`src/rtl/ebus_xfer.sv`:
```
// EBUS I/O cycle sequencer: drives CS/FUNC/data, raises DEMAND, waits for XFER,
// then waits for XFER to drop before signalling completion.
module ebus_xfer #(
  parameter int SETUP_CYC   = 2,
  parameter int TIMEOUT_CYC = 15
) (
  input  logic        clk,
  input  logic        CROBAR,
  input  logic        req,
  input  logic [0:2]  func,
  input  logic [0:6]  cs,
  input  logic [0:35] wdata,
  input  logic [0:35] ebusData,
  input  logic        xfer,
  output logic [0:6]  ebusCS,
  output logic [0:2]  ebusFunc,
  output logic        demand,
  output logic        driving,
  output logic [0:35] drvData,
  output logic        busy,
  output logic        done,
  output logic        timeout,
  output logic [0:35] rdata
);

  localparam int CMAX = (SETUP_CYC > TIMEOUT_CYC) ? SETUP_CYC : TIMEOUT_CYC;
  localparam int CW   = $clog2(CMAX + 1);

  typedef enum logic [2:0] {IDLE, SETUP, DEMAND, RELEASE, DONE} state_t;

  state_t        state, nxt;
  logic [CW-1:0] cnt, cnt_nxt;
  logic [0:2]    func_q;
  logic [0:6]    cs_q;
  logic [0:35]   wdata_q;
  logic          to_nxt;
  logic [0:35]   rd_nxt;
  logic          latch;
  logic          active;

  always_ff @(posedge clk) begin
    if (CROBAR) begin
      state   <= IDLE;
      cnt     <= '0;
      func_q  <= '0;
      cs_q    <= '0;
      wdata_q <= '0;
      timeout <= 1'b0;
      rdata   <= '0;
    end else begin
      state   <= nxt;
      cnt     <= cnt_nxt;
      timeout <= to_nxt;
      rdata   <= rd_nxt;
      if (latch) begin
        func_q  <= func;
        cs_q    <= cs;
        wdata_q <= wdata;
      end
    end
  end

  // func values 4-7 (MSB set) are illegal and complete at once with timeout.
  always_comb begin
    nxt     = state;
    cnt_nxt = cnt;
    to_nxt  = timeout;
    rd_nxt  = rdata;
    latch   = 1'b0;
    case (state)
      IDLE: if (req) begin
        latch   = 1'b1;
        to_nxt  = 1'b0;
        rd_nxt  = '0;
        cnt_nxt = '0;
        if (func[0]) begin
          nxt    = DONE;
          to_nxt = 1'b1;
        end else begin
          nxt = SETUP;
        end
      end
      SETUP: if (cnt == CW'(SETUP_CYC - 1)) begin
        nxt     = DEMAND;
        cnt_nxt = '0;
      end else begin
        cnt_nxt = cnt + 1'b1;
      end
      DEMAND: if (xfer) begin
        nxt     = RELEASE;
        cnt_nxt = '0;
        if (!func_q[2]) rd_nxt = ebusData;
      end else if (cnt == CW'(TIMEOUT_CYC - 1)) begin
        nxt     = RELEASE;
        cnt_nxt = '0;
        to_nxt  = 1'b1;
        rd_nxt  = '0;
      end else begin
        cnt_nxt = cnt + 1'b1;
      end
      RELEASE: if (!xfer) begin
        nxt     = DONE;
        cnt_nxt = '0;
      end else if (cnt == CW'(TIMEOUT_CYC - 1)) begin
        nxt     = DONE;
        cnt_nxt = '0;
        to_nxt  = 1'b1;
      end else begin
        cnt_nxt = cnt + 1'b1;
      end
      DONE:    nxt = IDLE;
      default: nxt = IDLE;
    endcase
  end

  // Bus-facing outputs are gated so they read zero outside the active window.
  assign active   = (state == SETUP) || (state == DEMAND) || (state == RELEASE);
  assign busy     = active;
  assign demand   = (state == DEMAND);
  assign done     = (state == DONE);
  assign ebusCS   = active ? cs_q : '0;
  assign ebusFunc = active ? func_q : '0;
  assign driving  = active && func_q[2];
  assign drvData  = driving ? wdata_q : '0;

endmodule

```
`config.mk`:
```
export PLATFORM = sky130hd
export DESIGN_NAME = ebus_xfer
export DESIGN_NICKNAME = d
export VERILOG_FILES = /design/src/rtl/ebus_xfer.sv
export SDC_FILE = /design/constraint.sdc
export NUM_CORES = 1
export LEC_CHECK = 0
export ABC_AREA = 0
export CAP_MARGIN = 20
export CORE_ASPECT_RATIO = 1.75
export CORE_UTILIZATION = 46
export DETAILED_ROUTE_END_ITERATION = 10
export PLACE_DENSITY = 0.93
export SLEW_MARGIN = 20
export SYNTH_ARGS = -nofsm -noshare
export SYNTH_HDL_FRONTEND = slang
export SYNTH_SLANG_ARGS = --single-unit
```
`constraint.sdc`:
```
create_clock -name clk -period 4.6 [get_ports clk]
set_input_delay 0.46 -clock clk [delete_from_list [all_inputs] [get_ports clk]]
set_output_delay 0.46 -clock clk [all_outputs]
set_load 0.1 [all_outputs]
```
# Yosys cells after proc, flatten, opt, wreduce, memory -nomap -nowiden
# Cells that the tools add are included.
word_totals:
  word_cells: 62
  regBits: 90
  in_bits: 86
  out_inout_bits: 87
op_classes:
  mux: 30
  add_sub_neg: 1
  reduce_logical: 11
  eq_ne: 13
op_table:
  columns: ["cell", "count"]
  rows:
  - ["two-way mux 36 bit", 5]
  - ["case mux 36 bit (2 select lines)", 1]
  - ["two-way mux 3 bit", 8]
  - ["two-way mux 4 bit", 5]
  - ["case mux 4 bit (4 select lines)", 1]
  - ["case mux 3 bit (4 select lines)", 1]
  - ["AND reduction 4 bit", 3]
  - ["!= test 2 bit (second input constant)", 4]
  - ["two-way mux 1 bit", 7]
  - ["two-way mux 7 bit", 1]
  - ["== test 3 x 2 -> 1 bit (second input constant)", 2]
  - ["!= test 3 bit (second input constant)", 2]
  - ["adder 4 x 1 -> 4 bit (second input constant)", 1]
  - ["== test 4 x 1 -> 1 bit (second input constant)", 1]
  - ["== test 4 bit (second input constant)", 1]
  - ["nonzero test 4 bit", 1]
  - ["== test 3 x 1 -> 1 bit (second input constant)", 1]
  - ["== test 3 bit (second input constant)", 1]
  - ["logical NOT 3 bit", 1]
  - ["!= test 3 x 2 -> 1 bit (second input constant)", 1]
  - ["case mux 1 bit (3 select lines)", 1]
  - ["nonzero test 3 bit", 1]
  - ["logical OR 1 bit", 2]
  - ["AND reduction 2 bit", 1]
  - ["other kinds (2)", 2]

# Depth between registers and ports, before layout
# Gate-level depths: netlist of run 1.
logic_depth:
  ltp_word: 5
  ltp_mapped: 8
  ltp_nobuf: 6

# Least setup slack after synthesis of run 1
# No wires, ideal clock.
synth_path:
  kind: "register to output"
  startpoint: "reg state[0]"
  endpoint: "out ebusFunc[2] (netlist name)"
  required_ps: 4140
  slack_ps: 1205
  n_path_buf: 3
  arrival_ps: 2935
  path_stages_with_launch: 7
  path_cell_list: "dfxtp_1 buf_4 nor2_1 nor2_1 clkbuf_1 and2_1 buf_4"
synth_via:
  elab_chain_cells: 4
  word_cells_on_any_way: 6
  classes_between: "eq/ne (3); mux (1); reduce/logical (2)"
synth_lines:
  columns: ["item", "line", "source"]
  rows:
  - ["start: declaration", "31", "state_t state, nxt;"]
  - ["start signal: assignment", "51", "state <= nxt;"]
  - ["== test 3 x 1 -> 1 bit or == test 3 x 2 -> 1 bit (tied branches)", "117", "assign active = (state == SETUP) || (state == DEMAND) || (state == RELEASE);"]
  - ["logical OR 1 bit", "117", null]
  - ["logical OR 1 bit *", "117", null]
  - ["via busy", "20", "output logic busy,"]
  - ["two-way mux 3 bit *", "122", "assign ebusFunc = active ? func_q : '0;"]
  - ["end: declaration", "16", "output logic [0:2] ebusFunc,"]
# The timed path passes the listed nets; every way through them passes the cells marked *.

# Worst setup path in the final report of run 1
layout_path:
  startpoint: "reg state[1]"
  endpoint: "out drvData[25] (netlist name)"
layout_via:
  elab_chain_cells: 5
  word_cells_on_any_way: 7
  classes_between: "eq/ne (3); mux (1); reduce/logical (3)"
layout_lines:
  columns: ["item", "line", "source"]
  rows:
  - ["== test 3 x 1 -> 1 bit or == test 3 x 2 -> 1 bit (tied branches)", "117", null]
  - ["logical OR 1 bit", "117", null]
  - ["logical OR 1 bit *", "117", null]
  - ["logical AND 1 bit *", "123", "assign driving = active && func_q[2];"]
  - ["two-way mux 36 bit *", "124", "assign drvData = driving ? wdata_q : '0;"]
  - ["end: declaration", "19", "output logic [0:35] drvData,"]
# Every way passes the cells marked *; elsewhere a longest branch is shown, timed or not.

==> results of run 1 <==
## routing by layer
layer  wire length [um]  up-vias  share of wire, %  track usage [%]
li1                   -     1867                 -                -
met1               4390     1733                40             28.1
met2               5830      131                53             44.1
met3                630        9               5.7             4.69
met4                127        0               1.2             8.42
met5                  0        -                 0                0
## cells in the mapped netlist, drive strengths merged
library cell and count:
nand2 133, dfxtp 90, a21oi 50, nand2b 38, and3 37, mux2i 36, buf 20, clkbuf 20
and2 13, nor2 7, inv 5, o21ai 4, a211oi 3, ha 3, o22ai 3, nor2b 2
nor3 2, nor4b 2, a211o 1, a221oi 1, a2bb2oi 1, a31oi 1, a32o 1, and4b 1
and4bb 1, nand3 1, nand3b 1, o31ai 1, xnor2 1
## final timing paths
check	end	cells past startpoint	slack, ns	startpoint
worst max-delay path	drvData[25]	5	0.77	state[1]$_SDFFE_PP0P_
worst max register to register	rdata[0]$_SDFFE_PP0P_	4	2.16	func_q[2]$_SDFFE_PP0P_
worst min-delay path	wdata_q[17]$_SDFFE_PP0P_	2	0.45	wdata_q[17]$_SDFFE_PP0P_
worst min register to register	wdata_q[17]$_SDFFE_PP0P_	2	0.45	wdata_q[17]$_SDFFE_PP0P_
## flip-flops by register name, summed over array words and instances, names as in the netlist
signal	cells
rdata	36
wdata_q	36
cs_q	7
cnt	4
func_q	3
state	3
timeout	1
## critical path, cell delays in order, from the launching register on
cell             delay, ns
dfxtp_1               0.61
nor2_1                0.15
nor2_2                0.57
buf_4                 0.37
and3_1                0.20
clkdlybuf4s50_1       1.13
## report_power, final
group,internal (W),switching [W]
Combinational,0.000304,0.000594
Sequential,0.000866,0.0000750
Clock,0.000450,0.000282
Total,0.00162,0.000951
## cell type report
| type | instances | area [um^2] | share of cell area (%) |
|---|---|---|---|
| clock buffer | 14 | 264 | 4.43 |
| clock inverter | 2 | 35.0 | 0.588 |
| inverter | 5 | 18.8 | 0.315 |
| multi-input combinational | 344 | 1950 | 32.7 |
| sequential | 90 | 1800 | 30.2 |
| tap | 115 | 144 | 2.42 |
| timing repair buffer | 177 | 1750 | 29.3 |
## through the flow
stage,total power (W),cell area [um^2],hold slack (ns),util (%)
after detailed placement,0.00186,5660,0.444,68.1
after floorplan,0.00164,3960,0.432,-
after global routing,0.00269,5960,0.470,71.7
after global placement,0.00183,5660,0.437,68.1
after CTS,0.00259,5960,0.453,71.7
final,0.00257,5960,0.454,71.7
## cell families after synthesis
group	after synthesis	share of synthesized area, %
muxes	36	9.09
adders and majority gates	3	0.947
buffers and inverters	45	5.65
DFF	90	45.5
xor gates and xnor gates	1	0.221
and+or+nand+nor	238	29.1
AOI/OAI and AO/OA	66	9.47
==> impl_metrics.json, run 1 <==
{
  "dieWidth_um": 72.2,
  "slew_viol_final": 0,
  "cts_resized": 0,
  "tns_ns": 0,
  "coreArea_um2": 8310,
  "postSynthCellCount": 479,
  "grt_max_degree": 91,
  "cap_violations": 0,
  "place.gp.congestion": 0.879,
  "endpoint_kind": "output pin",
  "die_h_um": 125,
  "numClockSinks": 90,
  "rows": 44,
  "dp_hpwl_um": 7580,
  "clk_pin_slew_ns": 0.06,
  "ys_ff_latch": 90,
  "yosys_warnings": 0,
  "setup_ws_ns": 0.766,
  "cts_post_setup_buffers_inserted": 0,
  "period_needed_ns": 3.83,
  "slew-limit-headroom_pct": 30.6,
  "seq_area_frac_synth_pct": 45.5,
  "worst-endpoint-arrival_ns": 3.37,
  "vias": 3740,
  "final_common_cell": "clkdlybuf4s50_1",
  "skew_ns": 0.00445,
  "antenna_found_initial": 0,
  "final_net_count": 716,
  "crit_fanout": 24,
  "worstSkewPairLatency_ns": 0.33,
  "grt_setup_unrepaired": "false",
  "fmax_ghz": 0.261,
  "netlist_area_um2": 3960,
  "numCtsBuffers": 9,
  "syn_to_final_growth_pct": 50.3,
  "drc": 0,
  "wl_per_cell_um": 14.7,
  "fillers": 618,
  "final_cell_mix": "168 x clkdlybuf4s50_1, 133 x nand2_1, 90 x dfxtp_1",
  "irDropWorstVdd_mv": 0.308,
  "post-route-period-util_pct": 83.4,
  "track_usage_pct": 24.5,
  "synth_area_leader_cell": "dfxtp_1",
  "wl_um": 11000,
  "initialDrtViolationCount": 193,
  "dp_cells": 731,
  "synthDistinctLibCells": 34,
  "clk_path_buf_depth": 2,
  "grt_pass1_wl_um": 17400,
  "ant_nets": 0,
  "worst_pin_slew_ns": 1.04,
  "grt_pass1_vias": 3730,
  "overflow": 0,
  "p_leak_nw": 2.37,
  "power_density_nw_per_um2": 432,
  "finalSetupViolCount": 0,
  "drive_above_1_share_pct": 4.59,
  "postSynthAreaPerCell_um2": 8.27,
  "worst_ep_required_time_ns": 4.14,
  "cts_root_buf": "clkbuf_16",
  "die_area_um2": 9000,
  "place_ws_ns": 1.12,
  "yosys.area.top_type_share_pct": 45.5,
  "first_pass_iters": 4,
  "min_path_type": "flip-flop to flip-flop",
  "final-instance-count-excl-fill": 747,
  "synthTopCellsByArea": "dfxtp_1 45%, nand2_1 13%, mux2i_1 9.1%",
  "io_buffers": 172,
  "initial_core_util_pct": 47.7,
  "cts_tree": "yes",
  "cts_htree_levels": 3,
  "status": "finished, final reports clean",
  "viasPerCell": 5.01,
  "top_level_ports": 173,
  "cts_hold_buffers": 0,
  "worstSetupStartpointType": "flip-flop",
  "criticalPathCategory": "flip-flop to output pin",
  "synth_nets": 568,
  "final_hold_viol_count": 0,
  "diodes": 0
}
Power figures use the tool's default switching activity.
==> run 2: changes to the inputs <==
CORE_UTILIZATION = 38   (was 46)
PLACE_DENSITY = 0.82   (was 0.93)
clock period = 3.5 ns   (was 4.6 ns; I/O delays follow)
==> run 2 against run 1 <==
Against the previous run:
- sequential share of layout area is 0.49 points higher
- combinational power is 32% higher
- utilization is 14 points lower
- via count is 1.6% higher
- die area is 21% higher
- clock power is 26% higher
- critical path type unchanged
- sequential power is 30% higher
- flip-flop and latch count stayed put
- hold slack worse by 0.0050 ns
- global-route usage is 4.9 points lower
- largest power group unchanged
==> impl_metrics.json, run 2 (synthesized netlist as in run 1, its figures left out) <==
{
  "status": "finished, final reports clean",
  "tns_ns": 0,
  "drc": 0,
  "initialDrtViolationCount": 197,
  "final_hold_viol_count": 0,
  "fillers": 935,
  "wl_um": 10800,
  "worst_ep_required_time_ns": 3.15,
  "top_level_ports": 173,
  "critical_path.max_stage_delay_ns": 0.61,
  "min_path_type": "flip-flop to flip-flop",
  "cp_cell_sequence": "nor2_1 -> nor2_2 -> buf_4 -> and2_1 -> buf_4",
  "cp_num_cells": 5,
  "grt_pass1_vias": 3709,
  "vias": 3801,
  "worstSetupStartpointType": "flip-flop",
  "slew-limit-headroom_pct": 31.7,
  "period_needed_ns": 2.55,
  "crit_fanout": 47,
  "cap_violations": 0,
  "seqCellArea_um2": 1800,
  "endpoint_kind": "output pin",
  "cts_root_buf": "clkbuf_16",
  "hold_depth": 2,
  "worst-path-buf-inv": 2,
  "dieWidth_um": 79.2,
  "layout_top_registers": "rdata x36, wdata_q x36, cs_q x7",
  "numCtsBuffers": 9,
  "dp_hpwl_um": 7600,
  "clk_path_buf_depth": 2,
  "worstSkewPairLatency_ns": 0.33,
  "clk_pin_slew_ns": 0.07,
  "syn_to_final_growth_pct": 47.9,
  "track_usage_pct": 19.6,
  "die_h_um": 137,
  "hold_start": "wdata_q[18]$_SDFFE_PP0P_",
  "initial_core_util_pct": 38.9,
  "cts_htree_levels": 3,
  "ant_nets": 0,
  "criticalPathCategory": "flip-flop to output pin",
  "cts_post_setup_buffers_inserted": 0,
  "rows": 49,
  "place_ws_ns": 1.06,
  "skew_ns": 0.00713,
  "cts_tree": "yes",
  "grt_max_degree": 66,
  "cts_resized": 0,
  "overflow": 0,
  "final_common_cell": "nand2_1",
  "cts_hold_buffers": 0,
  "setup_ws_ns": 0.947,
  "viasPerCell": 4.99,
  "post-route-period-util_pct": 73.0,
  "critPathTopFamily": "buffers and inverters",
  "final_net_count": 718,
  "irDropWorstVdd_mv": 0.398,
  "p_leak_nw": 2.47,
  "multiInputGateArea_um2": 1950,
  "worst-endpoint-arrival_ns": 2.20,
  "worst_pin_slew_ns": 1.02,
  "crit_slowest_cell": "dfxtp_1",
  "grt_setup_unrepaired": "false",
  "first_pass_iters": 4,
  "worst_r2r_startpoint": "cnt[0]$_SDFFE_PP0P_",
  "grt_pass1_wl_um": 16800,
  "final_cell_mix": "133 x nand2_1, 121 x clkdlybuf4s50_1, 90 x dfxtp_1",
  "slew_viol_final": 0,
  "coreArea_um2": 10200,
  "diodes": 0,
  "finalSetupViolCount": 0,
  "place.gp.congestion": 0.820,
  "numClockSinks": 90,
  "drive_above_1_share_pct": 12.6,
  "antenna_found_initial": 0,
  "fmax_ghz": 0.392,
  "die_area_um2": 10900,
  "io_buffers": 172,
  "critPathMostFrequentCell": "buf_4",
  "wl_per_cell_um": 14.2,
  "ff2ff_path_depth": 7,
  "crit_start": "state[1]$_SDFFE_PP0P_",
  "power_density_nw_per_um2": 567
}
==> run 2: cell types whose count changed in the layout (fill, tap and decap cells not counted), sizes merged <==
cell / previous run / this run
clkbuf: 14 / 12
bufinv: 1 / 0
buf: 9 / 58
clkdlybuf4s50: 168 / 121
clkinv: 1 / 3
inv: 5 / 6
==> run 2: cell type report <==
| class | instances | share of cell area (%) |
|---|---|---|
| well taps | 127 | 2.71 |
| clock inverters | 4 | 0.598 |
| repair buffers | 179 | 28.0 |
| flip-flops and latches | 90 | 30.7 |
| clock buffers | 12 | 4.38 |
| multi-input cells | 344 | 33.2 |
| inverters | 5 | 0.320 |
==> run 2: final timing paths <==
check	slack, ns	end
worst max register to register	1.27	rdata[14]$_SDFFE_PP0P_
worst min-delay path	0.45	wdata_q[18]$_SDFFE_PP0P_
worst min register to register	0.45	wdata_q[18]$_SDFFE_PP0P_
worst max-delay path	0.95	ebusFunc[2]
==> run 2: metrics by stage <==
stage / std cells / cell area (um^2) / total power, W / util (%) / hold WS [ns]
floorplan: 479 / 3960 / 0.00216 / - / 0.432
global placement: 745 / 5570 / 0.00240 / 54.7 / 0.438
detailed placement: 745 / 5570 / 0.00243 / 54.7 / 0.444
CTS: 761 / 5860 / 0.00336 / 57.6 / 0.449
global route: 761 / 5860 / 0.00350 / 57.6 / 0.468
finish: 761 / 5860 / 0.00332 / 57.6 / 0.449
==> run 2: tightest hold or removal path: cells and delay by family, from the launching register on <==
family / cells / cell delay (ns)
AOI/OAI and AO/OA: 1 / 0.05
DFF: 1 / 0.30
and+or+nand+nor: 1 / 0.05
==> run 2: where the power goes <==
group	internal, W	total [W]	switching, W
Clock	0.000527	0.000921	0.000394
Combinational	0.000388	0.00118	0.000795
Sequential	0.00114	0.00122	0.0000812
Total	0.00205	0.00332	0.00127
==> run 2: metal layers <==
metal	global-route usage, %	routed length, um	share of wire, %
met2	35.7	5560	52
met3	4.80	660	6.1
met4	8.38	205	1.9
met5	0	0	0
met1	21.2	4350	40
==> run 3: changes to the inputs <==
CORE_UTILIZATION = 42   (was 38)
PLACE_DENSITY = 0.86   (was 0.82)
clock period = 2.5 ns   (was 3.5 ns; I/O delays follow)
==> run 3 against run 2 <==
Against the previous run:
- via count rose by 0.82%
- die area fell by 9.3%
- wire length rose by 2.6%
- global-route usage rose by 2.7 points
- critical endpoint is now driving
- largest cell class is now non-clock buffers
==> impl_metrics.json, run 3 (synthesized netlist as in run 1, its figures left out) <==
{
  "status": "finished, final reports clean",
  "endpoint_kind": "output pin",
  "worstSkewPairLatency_ns": 0.33,
  "dp_cells": 738,
  "crit_fanout": 47,
  "worst_pin_slew_ns": 0.825,
  "cts_post_setup_buffers_inserted": 0,
  "cts_tree": "yes",
  "coreArea_um2": 9090,
  "min_path_type": "flip-flop to flip-flop",
  "cp_cell_sequence": "nor2_1 -> nor2_2 -> buf_4 -> and2_1 -> buf_12",
  "worst-endpoint-arrival_ns": 1.99,
  "viasPerCell": 5.08,
  "total_power_w": 0.00516,
  "ant_nets": 0,
  "hold_depth": 2,
  "ff2ff_path_depth": 7,
  "die_area_um2": 9840,
  "slew-limit-headroom_pct": 45.0,
  "wl_um": 11100,
  "clk_pin_slew_ns": 0.06,
  "fmax_ghz": 0.447,
  "final_net_count": 718,
  "place_ws_ns": 0.445,
  "power_density_nw_per_um2": 796,
  "slew_viol_final": 0,
  "criticalPathCategory": "flip-flop to output pin",
  "critical_path.max_stage_delay_ns": 0.49,
  "clk_path_buf_depth": 2,
  "syn_to_final_growth_pct": 63.5,
  "final_core_util_pct": 71.2,
  "rows": 46,
  "drc": 0,
  "skew_ns": 0.00659,
  "place.gp.congestion": 0.816,
  "vias": 3832,
  "cts_root_buf": "clkbuf_16",
  "initialDrtViolationCount": 128,
  "antenna_found_initial": 0,
  "final-instance-count-excl-fill": 754,
  "dieWidth_um": 75.4,
  "grt_setup_unrepaired": "false",
  "dp_hpwl_um": 7910,
  "cts_htree_levels": 3,
  "irDropWorstVdd_mv": 0.566,
  "first_pass_iters": 4,
  "period_needed_ns": 2.24,
  "wl_per_cell_um": 14.7,
  "setup_ws_ns": 0.262,
  "numCtsBuffers": 9,
  "diodes": 0,
  "final_common_cell": "nand2_1",
  "p_leak_nw": 2.73,
  "crit_slowest_cell": "dfxtp_2",
  "numClockSinks": 90,
  "worstSetupStartpointType": "flip-flop",
  "grt_max_degree": 91,
  "seqCellArea_um2": 1800,
  "cap_violations": 0,
  "grt_pass1_vias": 3673,
  "die_h_um": 130,
  "final_hold_viol_count": 0,
  "top_level_ports": 173,
  "layout_top_registers": "rdata x36, wdata_q x36, cs_q x7",
  "overflow": 0,
  "io_buffers": 172,
  "drive_above_1_share_pct": 19.1,
  "fillers": 698,
  "tns_ns": 0,
  "post-route-period-util_pct": 89.5,
  "initial_core_util_pct": 43.6,
  "final_cell_mix": "133 x nand2_1, 88 x dfxtp_1, 84 x clkdlybuf4s50_1",
  "track_usage_pct": 22.4,
  "worst_ep_required_time_ns": 2.25,
  "grt_pass1_wl_um": 16900,
  "finalSetupViolCount": 0,
  "multiInputGateArea_um2": 1950
}
[run 3: worst max-delay path: cells and delay by family, from the launching register on]
kind | cells | cell delay [ns]
flip-flops | 1 | 0.49
AND/OR/NAND/NOR | 3 | 0.56
buffers and inverters | 2 | 0.60
[run 3: power by group]
group | switching [W] | leakage, nW | total, W | internal [W]
clock | 0.000542 | 0.183 | 0.00165 | 0.00111
sequential | 0.000118 | 0.734 | 0.00171 | 0.00160
combinational | 0.00114 | 1.81 | 0.00180 | 0.000652
total | 0.00180 | 2.73 | 0.00516 | 0.00335
[run 3: layout make-up]
class / count / share of cell area, %
clock buffer: 10 / 3.69
clock inverter: 6 / 2.12
inverter: 5 / 0.290
multi-input combinational: 344 / 30.1
sequential: 90 / 27.8
tap: 120 / 2.32
timing repair buffer: 179 / 33.6
[run 3: worst paths after layout]
path,endpoint,slack (ns),startpoint
max,driving,0.26,state[1]$_SDFFE_PP0P_
min,wdata_q[9]$_SDFFE_PP0P_,0.45,wdata_q[9]$_SDFFE_PP0P_
max reg2reg,rdata[2]$_SDFFE_PP0P_,0.65,cnt[0]$_SDFFE_PP0P_
min reg2reg,wdata_q[9]$_SDFFE_PP0P_,0.45,wdata_q[9]$_SDFFE_PP0P_
[run 3: through the flow]
step / hold WS [ns] / cell area (um^2)
2_1_floorplan: 0.386 / 3970
5_1_grt: 0.455 / 6480
3_5_place_dp: 0.443 / 6100
6_report: 0.454 / 6480
4_1_cts: 0.452 / 6480
3_3_place_gp: 0.437 / 6100
[run 3: per-layer routing]
| layer | GRT usage [%] | vias up | routed length, um |
|---|---|---|---|
| li1 | - | 1873 | - |
| met1 | 22.6 | 1809 | 4040 |
| met2 | 41.4 | 137 | 5950 |
| met3 | 7.52 | 13 | 892 |
| met4 | 7.95 | 0 | 178 |
| met5 | 0 | - | 0 |
[run 3: what timing repair did]
item,CTS,global route
endpoints found under the setup margin,0,17
hold buffers,0,0
resized for setup,0,2
